## src/rtl/unified_mem_arbiter_pkg.sv

```systemverilog
// Shared types and defaults for the unified instruction/data memory arbiter.
package unified_mem_arbiter_pkg;

  localparam int unsigned DEF_ADDR_W = 32;
  localparam int unsigned DEF_DATA_W = 32;
  localparam int unsigned STREAK_W   = 4;

  typedef enum logic [1:0] {
    IDLE   = 2'd0,
    BUSY_I = 2'd1,
    BUSY_D = 2'd2
  } arb_state_e;

  typedef enum logic {
    GNT_I = 1'b0,
    GNT_D = 1'b1
  } gnt_src_e;

  // Saturating increment of the data-grant streak counter.
  function automatic logic [STREAK_W-1:0] streak_sat_inc(
    input logic [STREAK_W-1:0] cur,
    input logic [STREAK_W-1:0] max
  );
    logic [STREAK_W-1:0] nxt;
    if (cur >= max) begin
      nxt = cur;
    end else begin
      nxt = cur + STREAK_W'(1);
    end
    return nxt;
  endfunction

endpackage

```

## src/rtl/mem_arb_watchdog.sv

```systemverilog
// Memory-ack watchdog: counts busy cycles without m_ack and flags expiry.
// Instantiated by unified_mem_arbiter only when UNIFIED_MEM_ARBITER_TIMEOUT_EN is defined.
module mem_arb_watchdog #(
  parameter int unsigned TIMEOUT_CYCLES = 64
) (
  input  logic clk_i,
  input  logic rst_ni,
  input  logic clr_i,
  input  logic busy_i,
  input  logic ack_i,
  output logic expire_o
);

  localparam int unsigned CNT_W = (TIMEOUT_CYCLES > 1) ? $clog2(TIMEOUT_CYCLES) : 1;
  localparam logic [CNT_W-1:0] LIMIT = CNT_W'(TIMEOUT_CYCLES - 1);

  logic [CNT_W-1:0] cnt_q, cnt_d;
  logic             expire_s;

  // Next count and expiry compare; a grant always restarts the count.
  always_comb begin
    cnt_d    = cnt_q;
    expire_s = 1'b0;
    if (clr_i) begin
      cnt_d = '0;
    end else if (busy_i && !ack_i) begin
      if (cnt_q == LIMIT) begin
        expire_s = 1'b1;
        cnt_d    = '0;
      end else begin
        cnt_d = cnt_q + CNT_W'(1);
      end
    end else begin
      cnt_d = cnt_q;
    end
  end

  // Counter register.
  always_ff @(posedge clk_i or negedge rst_ni) begin
    if (!rst_ni) begin
      cnt_q <= '0;
    end else begin
      cnt_q <= cnt_d;
    end
  end

  assign expire_o = expire_s;

endmodule

```

## src/rtl/unified_mem_arbiter.sv

```systemverilog
// Arbitrates one single-ported memory between IF (read-only) and MEM (load/store) ports.
// Optional ack watchdog enabled by defining UNIFIED_MEM_ARBITER_TIMEOUT_EN.
module unified_mem_arbiter
  import unified_mem_arbiter_pkg::*;
#(
  parameter int unsigned ADDR_W         = DEF_ADDR_W,
  parameter int unsigned DATA_W         = DEF_DATA_W,
  parameter int unsigned MAX_D_STREAK   = 4,
  parameter int unsigned TIMEOUT_CYCLES = 64
) (
  input  logic              clk,
  input  logic              rst,
  input  logic              if_req,
  input  logic [ADDR_W-1:0] if_addr,
  output logic [DATA_W-1:0] if_rdata,
  output logic              if_ready,
  input  logic              d_req,
  input  logic              d_we,
  input  logic [ADDR_W-1:0] d_addr,
  input  logic [DATA_W-1:0] d_wdata,
  output logic [DATA_W-1:0] d_rdata,
  output logic              d_ready,
  output logic              m_req,
  output logic              m_we,
  output logic [ADDR_W-1:0] m_addr,
  output logic [DATA_W-1:0] m_wdata,
  input  logic [DATA_W-1:0] m_rdata,
  input  logic              m_ack,
  output logic              arb_err
);

  localparam logic [STREAK_W-1:0] MAX_S = STREAK_W'(MAX_D_STREAK);

  arb_state_e          state_q, state_d;
  logic [STREAK_W-1:0] streak_q, streak_d;
  logic                m_req_q, m_req_d;
  logic                m_we_q, m_we_d;
  logic [ADDR_W-1:0]   m_addr_q, m_addr_d;
  logic [DATA_W-1:0]   m_wdata_q, m_wdata_d;
  logic                if_ready_q, if_ready_d;
  logic                d_ready_q, d_ready_d;
  logic [DATA_W-1:0]   if_rdata_q, if_rdata_d;
  logic [DATA_W-1:0]   d_rdata_q, d_rdata_d;
  logic                arb_err_q, arb_err_d;
  logic                grant_s;
  gnt_src_e            gnt_src_s;
  logic                expire_s;

`ifdef UNIFIED_MEM_ARBITER_TIMEOUT_EN
  mem_arb_watchdog #(
    .TIMEOUT_CYCLES(TIMEOUT_CYCLES)
  ) u_watchdog (
    .clk_i   (clk),
    .rst_ni  (rst),
    .clr_i   (grant_s),
    .busy_i  (state_q != IDLE),
    .ack_i   (m_ack),
    .expire_o(expire_s)
  );
`else
  logic unused_timeout_s;
  assign unused_timeout_s = |TIMEOUT_CYCLES;
  assign expire_s         = 1'b0;
`endif

  // Grant selection: data wins unless it has used up its streak while a fetch waits.
  always_comb begin
    grant_s   = 1'b0;
    gnt_src_s = GNT_I;
    if (state_q == IDLE) begin
      if (d_req && (!if_req || (streak_q < MAX_S))) begin
        grant_s   = 1'b1;
        gnt_src_s = GNT_D;
      end else if (if_req) begin
        grant_s   = 1'b1;
        gnt_src_s = GNT_I;
      end else begin
        grant_s   = 1'b0;
      end
    end else begin
      grant_s = 1'b0;
    end
  end

  // Next-state and next-output logic.
  always_comb begin
    state_d    = state_q;
    streak_d   = streak_q;
    m_req_d    = m_req_q;
    m_we_d     = m_we_q;
    m_addr_d   = m_addr_q;
    m_wdata_d  = m_wdata_q;
    if_ready_d = 1'b0;
    d_ready_d  = 1'b0;
    if_rdata_d = if_rdata_q;
    d_rdata_d  = d_rdata_q;
    arb_err_d  = 1'b0;
    case (state_q)
      IDLE: begin
        if (grant_s && (gnt_src_s == GNT_D)) begin
          state_d   = BUSY_D;
          m_req_d   = 1'b1;
          m_we_d    = d_we;
          m_addr_d  = d_addr;
          m_wdata_d = d_wdata;
          streak_d  = if_req ? streak_sat_inc(streak_q, MAX_S) : '0;
        end else if (grant_s) begin
          state_d   = BUSY_I;
          m_req_d   = 1'b1;
          m_we_d    = 1'b0;
          m_addr_d  = if_addr;
          m_wdata_d = '0;
          streak_d  = '0;
        end else begin
          state_d = IDLE;
        end
      end
      BUSY_I: begin
        if (m_ack) begin
          state_d    = IDLE;
          m_req_d    = 1'b0;
          m_we_d     = 1'b0;
          if_ready_d = 1'b1;
          if_rdata_d = m_rdata;
        end else if (expire_s) begin
          state_d    = IDLE;
          m_req_d    = 1'b0;
          m_we_d     = 1'b0;
          if_ready_d = 1'b1;
          if_rdata_d = '0;
          arb_err_d  = 1'b1;
        end else begin
          state_d = BUSY_I;
        end
      end
      BUSY_D: begin
        if (m_ack) begin
          state_d   = IDLE;
          m_req_d   = 1'b0;
          m_we_d    = 1'b0;
          d_ready_d = 1'b1;
          d_rdata_d = m_we_q ? d_rdata_q : m_rdata;
        end else if (expire_s) begin
          state_d   = IDLE;
          m_req_d   = 1'b0;
          m_we_d    = 1'b0;
          d_ready_d = 1'b1;
          d_rdata_d = m_we_q ? d_rdata_q : '0;
          arb_err_d = 1'b1;
        end else begin
          state_d = BUSY_D;
        end
      end
      default: begin
        state_d = IDLE;
        m_req_d = 1'b0;
        m_we_d  = 1'b0;
      end
    endcase
  end

  // State and output registers; reset abandons any request in flight.
  always_ff @(posedge clk or negedge rst) begin
    if (!rst) begin
      state_q    <= IDLE;
      streak_q   <= '0;
      m_req_q    <= 1'b0;
      m_we_q     <= 1'b0;
      m_addr_q   <= '0;
      m_wdata_q  <= '0;
      if_ready_q <= 1'b0;
      d_ready_q  <= 1'b0;
      if_rdata_q <= '0;
      d_rdata_q  <= '0;
      arb_err_q  <= 1'b0;
    end else begin
      state_q    <= state_d;
      streak_q   <= streak_d;
      m_req_q    <= m_req_d;
      m_we_q     <= m_we_d;
      m_addr_q   <= m_addr_d;
      m_wdata_q  <= m_wdata_d;
      if_ready_q <= if_ready_d;
      d_ready_q  <= d_ready_d;
      if_rdata_q <= if_rdata_d;
      d_rdata_q  <= d_rdata_d;
      arb_err_q  <= arb_err_d;
    end
  end

  assign m_req    = m_req_q;
  assign m_we     = m_we_q;
  assign m_addr   = m_addr_q;
  assign m_wdata  = m_wdata_q;
  assign if_ready = if_ready_q;
  assign d_ready  = d_ready_q;
  assign if_rdata = if_rdata_q;
  assign d_rdata  = d_rdata_q;
  assign arb_err  = arb_err_q;

endmodule

```

## config.mk

```make
export PLATFORM = sky130hd
export DESIGN_NAME = unified_mem_arbiter
export DESIGN_NICKNAME = d
export VERILOG_FILES = /design/src/rtl/unified_mem_arbiter_pkg.sv /design/src/rtl/mem_arb_watchdog.sv /design/src/rtl/unified_mem_arbiter.sv
export SDC_FILE = /design/constraint.sdc
export NUM_CORES = 1
export LEC_CHECK = 0
export CAP_MARGIN = 20
export CORE_UTILIZATION = 30
export CTS_CLUSTER_SIZE = 40
export DETAILED_ROUTE_END_ITERATION = 16
export PLACE_DENSITY = 0.58
export SYNTH_ARGS = -nofsm -noshare
export SYNTH_HDL_FRONTEND = slang
export SYNTH_SLANG_ARGS = --single-unit
export TNS_END_PERCENT = 1
```

## constraint.sdc

```tcl
create_clock -name clk -period 4.75 [get_ports clk]
set_clock_uncertainty 0.2 [all_clocks]
set_input_delay 0.475 -clock clk [delete_from_list [all_inputs] [get_ports clk]]
set_output_delay 0.475 -clock clk [all_outputs]
set_load 0.01 [all_outputs]
```

==> results of run 1 <==
==> synth_stat cells <==
master | number | area [µm²]
dfrtp_1 | 138 | 3450
mux2_2 | 35 | 394
a21oi_1 | 34 | 170
nor2_1 | 33 | 124
a22o_1 | 32 | 280
a41oi_1 | 32 | 280
mux2_4 | 30 | 450
o21ai_0 | 29 | 145
clkbuf_1 | 14 | 52.6
buf_2 | 11 | 55.1
buf_4 | 7 | 52.6
buf_6 | 6 | 67.6
ha_1 | 5 | 62.6
nand2b_1 | 5 | 31.3
o21ai_1 | 5 | 25.0
inv_1 | 4 | 15.0
nand2_1 | 3 | 11.3
a32o_1 | 2 | 20.0
and2_1 | 2 | 12.5
o21ai_2 | 2 | 17.5
a21o_1 | 1 | 7.51
clkbuf_2 | 1 | 5.00
conb_1 | 1 | 3.75
nand3_1 | 1 | 5.00
nor2_4 | 1 | 11.3
nor2b_1 | 1 | 6.26
nor3b_1 | 1 | 7.51
o21a_1 | 1 | 7.51
o21a_2 | 1 | 8.76
o2bb2ai_1 | 1 | 8.76
o31ai_1 | 1 | 7.51
==> cell families after synthesis <==
kind of cell	after synthesis	synth area share
buffers and inverters	43	0.0427
adders and majority gates	5	0.0108
DFF	138	0.595
muxes	65	0.146
AOI/OAI and AO/OA	141	0.169
other	1	0.000647
and+or+nand+nor	47	0.0360
==> power by group through the flow <==
stage	clock [W]	combinational (W)	sequential [W]
floorplan	0	0.00112	0.00229
global placement	0	0.00280	0.00206
detailed placement	0	0.00287	0.00206
CTS	0.00138	0.00288	0.00206
global route	0.00144	0.00306	0.00213
finish	0.00135	0.00285	0.00206
==> layout make-up <==
type,instances,area share
sequential,138,0.373
multi-input combinational,259,0.227
tap,260,0.0351
clock buffer,20,0.0493
timing repair buffer,277,0.298
inverter,4,0.00162
clock inverter,11,0.0157
==> stage by stage <==
stage	util	hold slack (ps)	setup slack, ps	area, µm²
2_1_floorplan	-	-20.6	3040	5800
3_3_place_gp	0.458	200	1730	8630
3_5_place_dp	0.460	201	1860	8660
4_1_cts	0.492	298	1980	9270
5_1_grt	0.492	312	1720	9270
6_report	0.492	295	1960	9270
==> what timing repair did <==
item                       CTS  global route
setup endpoints to repair    0             0
hold endpoints to repair    37             0
hold buffers                 1             0
==> how the worst max path moves through the flow <==
| stage | endpoint | slack (ps) |
|---|---|---|
| 5_1_grt | m_addr[9]$_DFFE_PN0P_ | 1720 |
| 3_5_place_dp | m_addr[1]$_DFFE_PN0P_ | 1860 |
| 2_1_floorplan | d_rdata[10]$_DFFE_PN0P_ | 3040 |
| 3_3_place_gp | state_q[0]$_DFF_PN0_ | 1730 |
| 6_report | m_addr[9]$_DFFE_PN0P_ | 1960 |
| 4_1_cts | m_addr[9]$_DFFE_PN0P_ | 1980 |
==> worst max-delay path, cell delays in order (launching register included) <==
cell and delay (ps):
dfrtp_1 390, inv_1 90, ha_1 710, buf_4 390
o21ai_4 200, buf_4 330, a41oi_1 230, a21oi_1 100
==> metal layers <==
layer | wire (µm) | vias to the layer above | GRT usage
li1 | - | 2129 | -
met4 | 425 | 0 | 0.0795
met5 | 0 | - | 0
met1 | 7100 | 2263 | 0.216
met3 | 1190 | 29 | 0.0526
met2 | 8320 | 211 | 0.295
==> flip-flops by register name (all words and copies together) (netlist names) <==
register  flops
state_q       2
m_addr       32
m_wdata      32
streak_q      4
m_we          1
d_ready       1
m_req         1
if_rdata     32
d_rdata      32
if_ready      1
==> metrics.cfg, run 1 <==
[clock_network]
cts.repair.resized = 0
clk_latency_ps = 410
clockBufferDepth = 2
htree_levels = 4
cts_root_buf = clkbuf_16
tritoncts = yes
cts_setup_buffers = 0
clock_sinks = 138
clk_pin_slew_worst_paths_ps = 60
cts_buffers = 17

[global_routing]
antenna_found_initial = 0
grt_pass1_vias = 5056
grt_max_degree = 65
grt_usage = 0.179
overflow = 0
grt_pass1_wl_mm = 27.4

[yosys]
synthesis.nets = 579
syn-cell-area_mm2 = 0.00580
yosys_warnings = 0
synth_cell_types = 31
syn_avg_cell_area_um2 = 13.2
yosysSeqAreaShare = 0.595
synth-seq-cells = 138
syn-instance-count = 440

[cells_and_area]
n_antenna_cell = 0
syn_to_final_growth_pct = 59.8
n_fill_cell = 1643
ff_latch_area_mm2 = 0.00345
final_cell_mix = 264 x clkdlybuf4s50_1, 138 x dfrtp_1, 35 x mux2_2
nets = 836
stdcell_count = 969
final_common_cell = clkdlybuf4s50_1
multiInputGateArea_mm2 = 0.00211
drive_above_1_share = 0.158

[drt]
drtPass1Iterations = 5
drcViolationCount = 0
vias = 4632
avgRoutedWirePerCell_um = 17.6
drt_iter0_markers = 221
avgViaCountPerCell = 4.78
wirelength_mm = 17.0
antenna_left = 0

[hold_path]
hold_path_end = streak_q[0]$_DFFE_PN0P_
hold_depth = 1
hold_class = reg2reg
min_from = streak_q[0]$_DFFE_PN0P_

[critical_path]
worstSetupStartpoint = state_q[0]$_DFF_PN0_
required_ps = 4840
arrival_ps = 2880
worstPathMaxFanout = 36
start_kind = flop
rrSetupSlack_ps = 1960
crit_path_end_kind = flop
timing.rr.start = state_q[0]$_DFF_PN0_
r2r_cells = 7
critPathKind = reg2reg
r2r_end = m_addr[9]$_DFFE_PN0P_

[power]
clkPwrFrac = 0.216
swShare = 0.319
total_power_w = 0.00626
seqPwrFrac = 0.329
p_sw_w = 0.00200
combPwrFrac = 0.455
p_leak_nw = 3.92
powerDensity_mw_per_mm2 = 675
vdd_ir_drop_max_mv = 0.277
intPower_w = 0.00426

[placement]
place_inst = 937
dpl.hpwl_mm = 11.6
place_congestion = 0.761
portBuffers = 265

[sta]
finalCritPeriodShare = 0.588
slew_viol_final = 0
max-slew-margin-rel = 0.437
fmax_ghz = 0.358
timing.setup.tns_ps = 0
finalHoldViolations = 0
worstMarginPinSlew_ps = 845
setup_viol = 0
rsz0062_at_grt = false
period_needed_ps = 2790

[run_status]
status = finished clean

[floorplanning]
die_h_um = 141
start_util = 0.308
placementRows = 50
dieArea_mm2 = 0.0199
core-area_mm2 = 0.0188
die_x_um = 141
io_pins = 267

[job]
maxCapViolations = 0

No activity file was read; power rests on OpenSTA's default activity.
==> run 2: changes to the inputs <==
- PLACE_DENSITY: 0.58 -> 0.61
- clock period: 4.75 -> 2.35 ns (I/O delays scaled with it)
==> metrics.cfg, run 2 (synthesized netlist as in run 1, its figures left out) <==
[cells_and_area]
final_cell_mix = 264 x clkdlybuf4s50_1, 138 x dfrtp_1, 35 x mux2_2
nets = 843  ; +0.84%
drive_above_1_share = 0.167  ; +0.00940
n_antenna_cell = 0  ; unchanged
final_util = 0.500  ; +0.00797
syn_to_final_growth_pct = 62.4
fin_area_mm2 = 0.00942  ; +1.6%
final_common_cell = clkdlybuf4s50_1

[power]
seqPwrFrac = 0.325  ; -0.004
intPower_w = 0.00885  ; +110%
clkPwrFrac = 0.230  ; +0.014
p_sw_w = 0.00405  ; +100%
combPwrFrac = 0.445  ; -0.010
powerDensity_mw_per_mm2 = 1370  ; +100%
p_leak_nw = 4.00  ; +2.0%
swShare = 0.314  ; -0.00578
vdd_ir_drop_max_mv = 0.594  ; +110%

[clock_network]
cts_buffers = 17  ; unchanged
cts.repair.resized = 0  ; unchanged
cts_hold_buf = 1  ; unchanged
cts_root_buf = clkbuf_16
clock_sinks = 138  ; unchanged
clk_pin_slew_worst_paths_ps = 60  ; about the same
htree_levels = 4  ; unchanged
clockBufferDepth = 2  ; unchanged
clk_latency_ps = 410  ; about the same
tritoncts = yes
cts_setup_buffers = 0  ; unchanged

[sta]
setup_viol = 0  ; unchanged
slew_viol_final = 0  ; unchanged
finalHoldViolations = 0  ; unchanged
max-slew-margin-rel = 0.453  ; +0.0159
period_needed_ps = 2070  ; -718 ps
timing.setup.tns_ps = 0  ; unchanged
rsz0062_at_grt = false
worstMarginPinSlew_ps = 819  ; -25.8 ps
fmax_ghz = 0.482  ; +35%
finalCritPeriodShare = 0.883  ; +0.295

[drt]
antenna_left = 0  ; unchanged
vias = 4745  ; +2.4%
avgRoutedWirePerCell_um = 17.0  ; -3.1%
wirelength_mm = 16.7  ; -2.3%
drcViolationCount = 0  ; unchanged
drtPass1Iterations = 4  ; -1
avgViaCountPerCell = 4.86  ; +1.6%
drt_iter0_markers = 195  ; -12%

[global_routing]
grt_pass1_wl_mm = 26.9  ; -2.1%
antenna_found_initial = 0  ; unchanged
overflow = 0  ; unchanged
grt_pass1_vias = 5140  ; +1.7%
grt_usage = 0.172  ; -0.00636
grt_max_degree = 70  ; +7.7%

[placement]
dpl.hpwl_mm = 11.6  ; +0.50%
portBuffers = 265  ; unchanged
place_congestion = 0.795  ; +4.5%
dpl_cell_area_mm2 = 0.00875  ; +1.1%

[floorplanning]
dieArea_mm2 = 0.0199  ; unchanged
start_util = 0.308  ; unchanged
die_x_um = 141  ; unchanged
core-area_mm2 = 0.0188  ; unchanged
die_h_um = 141  ; unchanged
placementRows = 50  ; unchanged
io_pins = 267  ; unchanged

[hold_path]
hold_depth = 3  ; +2
hold_path_end = m_addr[0]$_DFFE_PN0P_
min_from = if_addr[0]
hold_class = in2reg

[critical_path]
r2r_cells = 5  ; -2
arrival_ps = 2220  ; -660 ps
rrSetupSlack_ps = 280  ; -1680 ps
worstPathMaxFanout = 34  ; -5.6%
start_kind = flop
required_ps = 2500  ; -2340 ps
crit_path_end_kind = flop
cp_slowest_cell = nor2_4
r2r_end = streak_q[2]$_DFFE_PN0P_
timing.rr.start = state_q[0]$_DFF_PN0_
critPathKind = reg2reg
path_cells = inv_1 -> ha_1 -> nand2_1 -> nor2_4 -> a32o_1
cpPeakStageDelay_ps = 670  ; -40 ps

[run_status]
status = finished clean

[job]
maxCapViolations = 0  ; unchanged

[run 2: changes by cell type in the layout (fill, tap and decap cells not counted), sizes merged]
| cell | previous run | this run |
|---|---|---|
| buf | 12 | 19 |
| bufinv | 3 | 5 |
| clkbuf | 20 | 19 |
| clkinv | 4 | 2 |
| clkinvlp | 3 | 2 |
| inv | 5 | 8 |
[run 2: final cells by class]
type | count | area [µm²]
clock buffer | 19 | 443
multi-input combinational | 259 | 2110
fill | 1614 | 9410
tap | 260 | 325
clock inverter | 13 | 214
timing repair buffer | 284 | 2860
sequential | 138 | 3450
inverter | 4 | 15.0
[run 2: critical path, delay by kind of cell (launching register included)]
| family | cells | cell delay [ps] |
|---|---|---|
| compound gates | 1 | 290 |
| simple gates | 2 | 800 |
| fa+ha+maj | 1 | 220 |
| flops | 1 | 400 |
| buf+inv | 1 | 90 |
[run 2: stage by stage]
stage	total power, W	instances	hold slack (ps)	setup slack [ps]
detailed placement	0.0100	944	96.8	67.0
floorplan	0.00688	440	-261	643
global route	0.0136	977	168	155
CTS	0.0131	977	157	243
global placement	0.00987	944	94.1	195
finish	0.0129	977	179	275
[run 2: power by group through the flow]
stage	Sequential [W]	Combinational (W)	Clock, W
2_1_floorplan	0.00463	0.00226	0
3_3_place_gp	0.00416	0.00570	0
6_report	0.00419	0.00574	0.00296
3_5_place_dp	0.00420	0.00580	0
4_1_cts	0.00420	0.00582	0.00305
5_1_grt	0.00433	0.00615	0.00315
[run 2: worst max-delay path by stage]
stage | startpoint | endpoint | slack, ps
floorplan | state_q[0]$_DFF_PN0_ | d_rdata[10]$_DFFE_PN0P_ | 640
finish | state_q[0]$_DFF_PN0_ | streak_q[2]$_DFFE_PN0P_ | 280
CTS | state_q[0]$_DFF_PN0_ | streak_q[2]$_DFFE_PN0P_ | 240
global route | state_q[0]$_DFF_PN0_ | streak_q[2]$_DFFE_PN0P_ | 150
global placement | d_req | streak_q[2]$_DFFE_PN0P_ | 190
detailed placement | d_req | streak_q[2]$_DFFE_PN0P_ | 70
[run 2: routing by layer]
metal / share of wire / vias up / track usage
li1: - / 2142 / -
met1: 0.41 / 2347 / 0.206
met2: 0.49 / 227 / 0.291
met3: 0.068 / 29 / 0.0503
met4: 0.023 / 0 / 0.0675
met5: 0 / - / 0
